`src/rtl/fxp_pkg.sv`:
```
// rtl/fxp_pkg.sv - shared op encodings and signed range helpers for fxp_addacc
//
// Purpose : OP field encodings and the two's-complement max/min of a W-bit word.
// Ports   : none (package)
package fxp_pkg;

    typedef enum logic [1:0] {
        OP_ADD = 2'b00,
        OP_SUB = 2'b01,
        OP_ACC = 2'b10,
        OP_CLR = 2'b11
    } fxp_op_e;

    function automatic logic signed [31:0] fxp_max(input int w);
        return (32'sd1 <<< (w - 1)) - 32'sd1;
    endfunction

    function automatic logic signed [31:0] fxp_min(input int w);
        return -(32'sd1 <<< (w - 1));
    endfunction

endpackage

```
`src/rtl/fxp_sat.sv`:
```
// rtl/fxp_sat.sv - narrows a W+1-bit raw sum to W bits with overflow flag
//
// Purpose : signed overflow detection plus clamp (FXP_ADDACC_SAT_EN defined)
//           or modulo-2^W wrap (default build).
// Ports   : i_raw  [W:0]   raw two's-complement sum
//           o_res  [W-1:0] narrowed result
//           o_ovf          exact value not representable in W bits
// Macro   : FXP_ADDACC_SAT_EN selects clamping.
module fxp_sat
    import fxp_pkg::*;
#(
    parameter int W = 8
) (
    input  logic [W:0]   i_raw,
    output logic [W-1:0] o_res,
    output logic         o_ovf
);

    // A W+1-bit sum fits in W bits exactly when its top two bits agree.
    assign o_ovf = i_raw[W] ^ i_raw[W-1];

`ifdef FXP_ADDACC_SAT_EN
    localparam logic [W-1:0] SAT_MAX = W'(fxp_max(W));
    localparam logic [W-1:0] SAT_MIN = W'(fxp_min(W));

    always_comb begin
        o_res = i_raw[W-1:0];
        if (o_ovf) begin
            o_res = i_raw[W] ? SAT_MIN : SAT_MAX;
        end
    end
`else
    assign o_res = i_raw[W-1:0];
`endif

endmodule

```
`src/rtl/fxp_addacc.sv`:
```
// rtl/fxp_addacc.sv - 2-stage signed add/sub/accumulate pipeline with handshake
//
// Purpose : stage 1 registers a W+1-bit raw sum, stage 2 narrows it through
//           fxp_sat and registers O/OVF. ACC/CLR results update the
//           accumulator; back-to-back ACC forwards the stage-2 value.
// Ports   : CLK, RESET_N (async active-low)
//           IN_VALID/IN_READY, OP[1:0], A[W-1:0], B[W-1:0]   input beat
//           OUT_VALID/OUT_READY, O[W-1:0], OVF               result
// Params  : W data width (>= 4); FRAC fraction bits (informational only)
// Macro   : FXP_ADDACC_SAT_EN clamps on overflow instead of wrapping.
module fxp_addacc
    import fxp_pkg::*;
#(
    parameter int W    = 8,
    parameter int FRAC = 7
) (
    input  logic         CLK,
    input  logic         RESET_N,
    input  logic         IN_VALID,
    output logic         IN_READY,
    input  logic [1:0]   OP,
    input  logic [W-1:0] A,
    input  logic [W-1:0] B,
    output logic         OUT_VALID,
    input  logic         OUT_READY,
    output logic [W-1:0] O,
    output logic         OVF
);

    if (W < 4 || FRAC >= W || FRAC < 0) begin : g_bad_cfg
        $error("fxp_addacc: need W >= 4 and 0 <= FRAC < W");
    end

    logic         r_s1_valid;
    fxp_op_e      r_s1_op;
    logic [W:0]   r_s1_raw;
    logic         r_out_valid;
    logic [W-1:0] r_o;
    logic         r_ovf;
    logic [W-1:0] r_acc;

    logic         w_en;
    logic [W-1:0] w_sat_res;
    logic         w_sat_ovf;
    logic         w_s1_writes_acc;
    logic [W-1:0] w_acc_src;
    logic [W:0]   w_raw;
    fxp_op_e      w_op;

    assign w_en      = !r_out_valid || OUT_READY;
    assign IN_READY  = w_en;
    assign OUT_VALID = r_out_valid;
    assign O         = r_o;
    assign OVF       = r_ovf;
    assign w_op      = fxp_op_e'(OP);

    fxp_sat #(.W(W)) u_sat (
        .i_raw (r_s1_raw),
        .o_res (w_sat_res),
        .o_ovf (w_sat_ovf)
    );

    // An ACC/CLR sitting in stage 1 is about to become the accumulator on this
    // same edge, so a following ACC must use its narrowed value, not r_acc.
    assign w_s1_writes_acc = r_s1_valid && (r_s1_op == OP_ACC || r_s1_op == OP_CLR);
    assign w_acc_src       = w_s1_writes_acc ? w_sat_res : r_acc;

    always_comb begin
        w_raw = '0;
        case (w_op)
            OP_ADD:  w_raw = {A[W-1], A} + {B[W-1], B};
            OP_SUB:  w_raw = {A[W-1], A} - {B[W-1], B};
            OP_ACC:  w_raw = {w_acc_src[W-1], w_acc_src} + {A[W-1], A};
            default: w_raw = '0;
        endcase
    end

    always_ff @(posedge CLK or negedge RESET_N) begin
        if (!RESET_N) begin
            r_s1_valid  <= 1'b0;
            r_s1_op     <= OP_ADD;
            r_s1_raw    <= '0;
            r_out_valid <= 1'b0;
            r_o         <= '0;
            r_ovf       <= 1'b0;
            r_acc       <= '0;
        end else if (w_en) begin
            r_s1_valid <= IN_VALID;
            if (IN_VALID) begin
                r_s1_op  <= w_op;
                r_s1_raw <= w_raw;
            end
            r_out_valid <= r_s1_valid;
            if (r_s1_valid) begin
                r_o   <= w_sat_res;
                r_ovf <= w_sat_ovf;
            end
            if (w_s1_writes_acc) begin
                r_acc <= w_sat_res;
            end
        end
    end

endmodule

```
`config.mk`:
```
export PLATFORM = sky130hd
export DESIGN_NAME = fxp_addacc
export DESIGN_NICKNAME = d
export VERILOG_FILES = /design/src/rtl/fxp_pkg.sv /design/src/rtl/fxp_sat.sv /design/src/rtl/fxp_addacc.sv
export SDC_FILE = /design/constraint.sdc
export NUM_CORES = 1
export LEC_CHECK = 0
export CORE_MARGIN = 5
export CORE_UTILIZATION = 39
export DETAILED_ROUTE_END_ITERATION = 10
export GPL_TIMING_DRIVEN = 0
export SYNTH_ARGS = -nofsm -noshare
export SYNTH_HDL_FRONTEND = slang
export SYNTH_SLANG_ARGS = --single-unit
```
`constraint.sdc`:
```
create_clock -name CLK -period 2.87 [get_ports CLK]
set_input_delay 0.4305 -clock CLK [delete_from_list [all_inputs] [get_ports CLK]]
set_output_delay 0.4305 -clock CLK [all_outputs]
set_load 0.01 [all_outputs]
```
==> impl_metrics.toml <==
[status]
status = "completed"

[route]
viasPerCell = 5.31
num_vias = 1645
drtPass1Iterations = 4
drc_errors = 0
first_iter_violations = 96
post_drt_wl_per_cell_um = 15.4
antenna_left = 0
drt-total-wl_um = 4770

[placed_design]
io_buffers = 32
placed_cells = 291
post-place-ws_ps = -908
gp_congestion = 0.854
dp_hpwl_um = 3520

[layout]
drive_gt1_share_pct = 28.4
layout_common_cells = "dfrtp_1, clkdlybuf4s50_1, mux2_2, a21oi_1"
finalNonFillerCells = 310
layout_commonest_cell = "dfrtp_1"
n_antenna_cell = 0
syn_to_final_growth_pct = 38.3
nets = 279

[sta]
drv_slew = 0
finClkSkew_ps = 4.43
finalCriticalPeriod_ps = 2770
tightestPinTransition_ps = 622
final_hold_viol_count = 0
maxSlewHeadroom_pct = 58.6
max_freq_mhz = 361
fin_crit_sh_pct = 96.6
setup_viol = 0
worst_slack_ps = 98.8

[worst_setup_path]
rrSetupSlack_ps = 100
reg2reg_from = "r_s1_valid"
startpoint = "r_s1_valid"
crit_path_max_fanout = 4
crit_required_ps = 3040
crit_path_start_kind = "flop"
endpoint_kind = "flop"
critPathArrivalTime_ps = 2940
critPathKind = "reg2reg"

[synthesis]
async_reset_ff_share_pct = 100
synth_xor_area_share_pct = 1.37
synth-seq-cells = 29
synthAdderAreaFrac_pct = 9.51
synth_top_family_by_area = "compound AO/OA/AOI/OAI gates"
synth_ff_type = "dfrtp_1"
synth-edff-count = 0
synthMuxAreaShare_pct = 13.8
synth_nets = 228
yosysSeqAreaShare_pct = 37.8
synth_area_per_cell_um2 = 10.0
synth.distinct_cells = 46
netlist_area_mm2 = 0.00192
synth-simple-area-share_pct = 12.6
syn-instance-count = 192
yosysWarnings = 0
synth_compound_area_share_pct = 20.2

[hold_path]
hold_class = "in2async"

[global_routing]
grt_usage_pct = 14.9
grt_max_degree = 30
overflow = 0
antenna_found_initial = 0
first_global_vias = 1567
grt_pass1_wl_um = 7270

[clock_tree]
cts_max_level = 2
cts_tree = "done"
cts_buffer_depth = 2
hold_buffers = 0
clk_pin_slew_ps = 60
clkLatencyLatePin_ps = 280
cts.sinks = 29
clock-root-buffer = "clkbuf_8"
cts_buffers = 5

[flow_run]
maxCapViolations = 0

[power_and_ir_drop]
leakage_uw = 0.00117
pwr_density_cell_mw_per_mm2 = 650
ir_drop_uv = 391

[floorplanning]
ios = 33
start_util_pct = 40.4
dieArea_mm2 = 0.00643
core_region_area_mm2 = 0.00475
die_w_um = 80.2
row_count = 25
die_y_um = 80.2
-- cell usage after synthesis (4+ instances only) --
library cell	count	area [um2]
nor2_1	5	18.8
mux2i_1	4	40.0
nand2_1	11	41.3
o21ai_0	9	45.0
dfrtp_1	29	726
o21a_1	6	45.0
inv_1	16	60.1
ha_1	13	163
clkbuf_1	7	26.3
nor3_1	7	35.0
mux2_2	20	225
a21oi_1	13	65.1
o22ai_1	4	25.0
-- sequential cells by signal, summed over array words and instances, names as in the netlist --
register	flops
O	8
OUT_VALID	1
OVF	1
r_acc	8
r_s1_op	1
r_s1_raw	9
r_s1_valid	1
-- cell type report --
cell class / count / area, um2
Sequential cell: 29 / 727
Clock buffer: 7 / 86.3
Buffer: 8 / 70.1
Fill cell: 440 / 2100
Inverter: 16 / 60.1
Timing Repair Buffer: 44 / 415
Tap cell: 67 / 83.8
Multi-Input combinational cell: 139 / 1220
-- per-layer routing --
layer | GRT usage (%) | wire length (um)
met2 | 23.6 | 2250
met4 | 3.21 | 50
met3 | 4.71 | 234
met1 | 19.7 | 2230
met5 | 0 | 0
-- where the power goes --
group          internal [uW]  total (uW)  switching [uW]
Clock                    190         333             144
Sequential               565         670             105
Combinational            417         723             307
-- critical path: stages, from the launching register on --
cell,delay (ps)
dfrtp_2,440
nand2_4,100
mux2_2,380
a21oi_2,150
o22ai_1,110
ha_1,320
nor2b_2,170
o2111a_1,260
o32ai_2,270
a21bo_1,230
a32o_1,230
-- worst paths after layout --
path                            depth (start not counted)           to
worst max-delay path                                   10  r_s1_raw[8]
worst min-delay path                                    1  r_s1_raw[4]
worst max register to register                         10  r_s1_raw[8]
worst min register to register                          2          OVF
max in group asynchronous                               1   r_s1_valid
min in group CLK                                        3   r_s1_op[1]
-- metrics by stage --
step | hold slack (ps) | power (uW) | utilization [%] | instance area [um2] | TNS (ps)
finish | 167 | 1730 | 55.9 | 2660 | 0
CTS | 494 | 1730 | 53.9 | 2560 | 0
global placement | 477 | 1330 | 49.1 | 2330 | -3500
floorplan | 135 | 1060 | - | 1930 | 0
global route | 221 | 1840 | 55.9 | 2660 | -5.95
detailed placement | 475 | 1340 | 49.1 | 2330 | -3770
-- cell families (layout without fill, tap and decap cells) --
family | count (synthesis) | count (layout)
muxes | 24 | 24
DFF | 29 | 29
xor gates and xnor gates | 3 | 3
AOI/OAI and AO/OA | 54 | 54
adders and majority gates | 14 | 14
buffers and inverters | 24 | 75
and+or+nand+nor | 44 | 44
-- timing repair --
action,in CTS,in global routing
gates resized for setup,30,13
endpoints found under the hold margin,0,0
setup endpoints to repair,5,4
setup buffers,3,9
pin swaps,8,13
(Power assumes the default switching activity.)
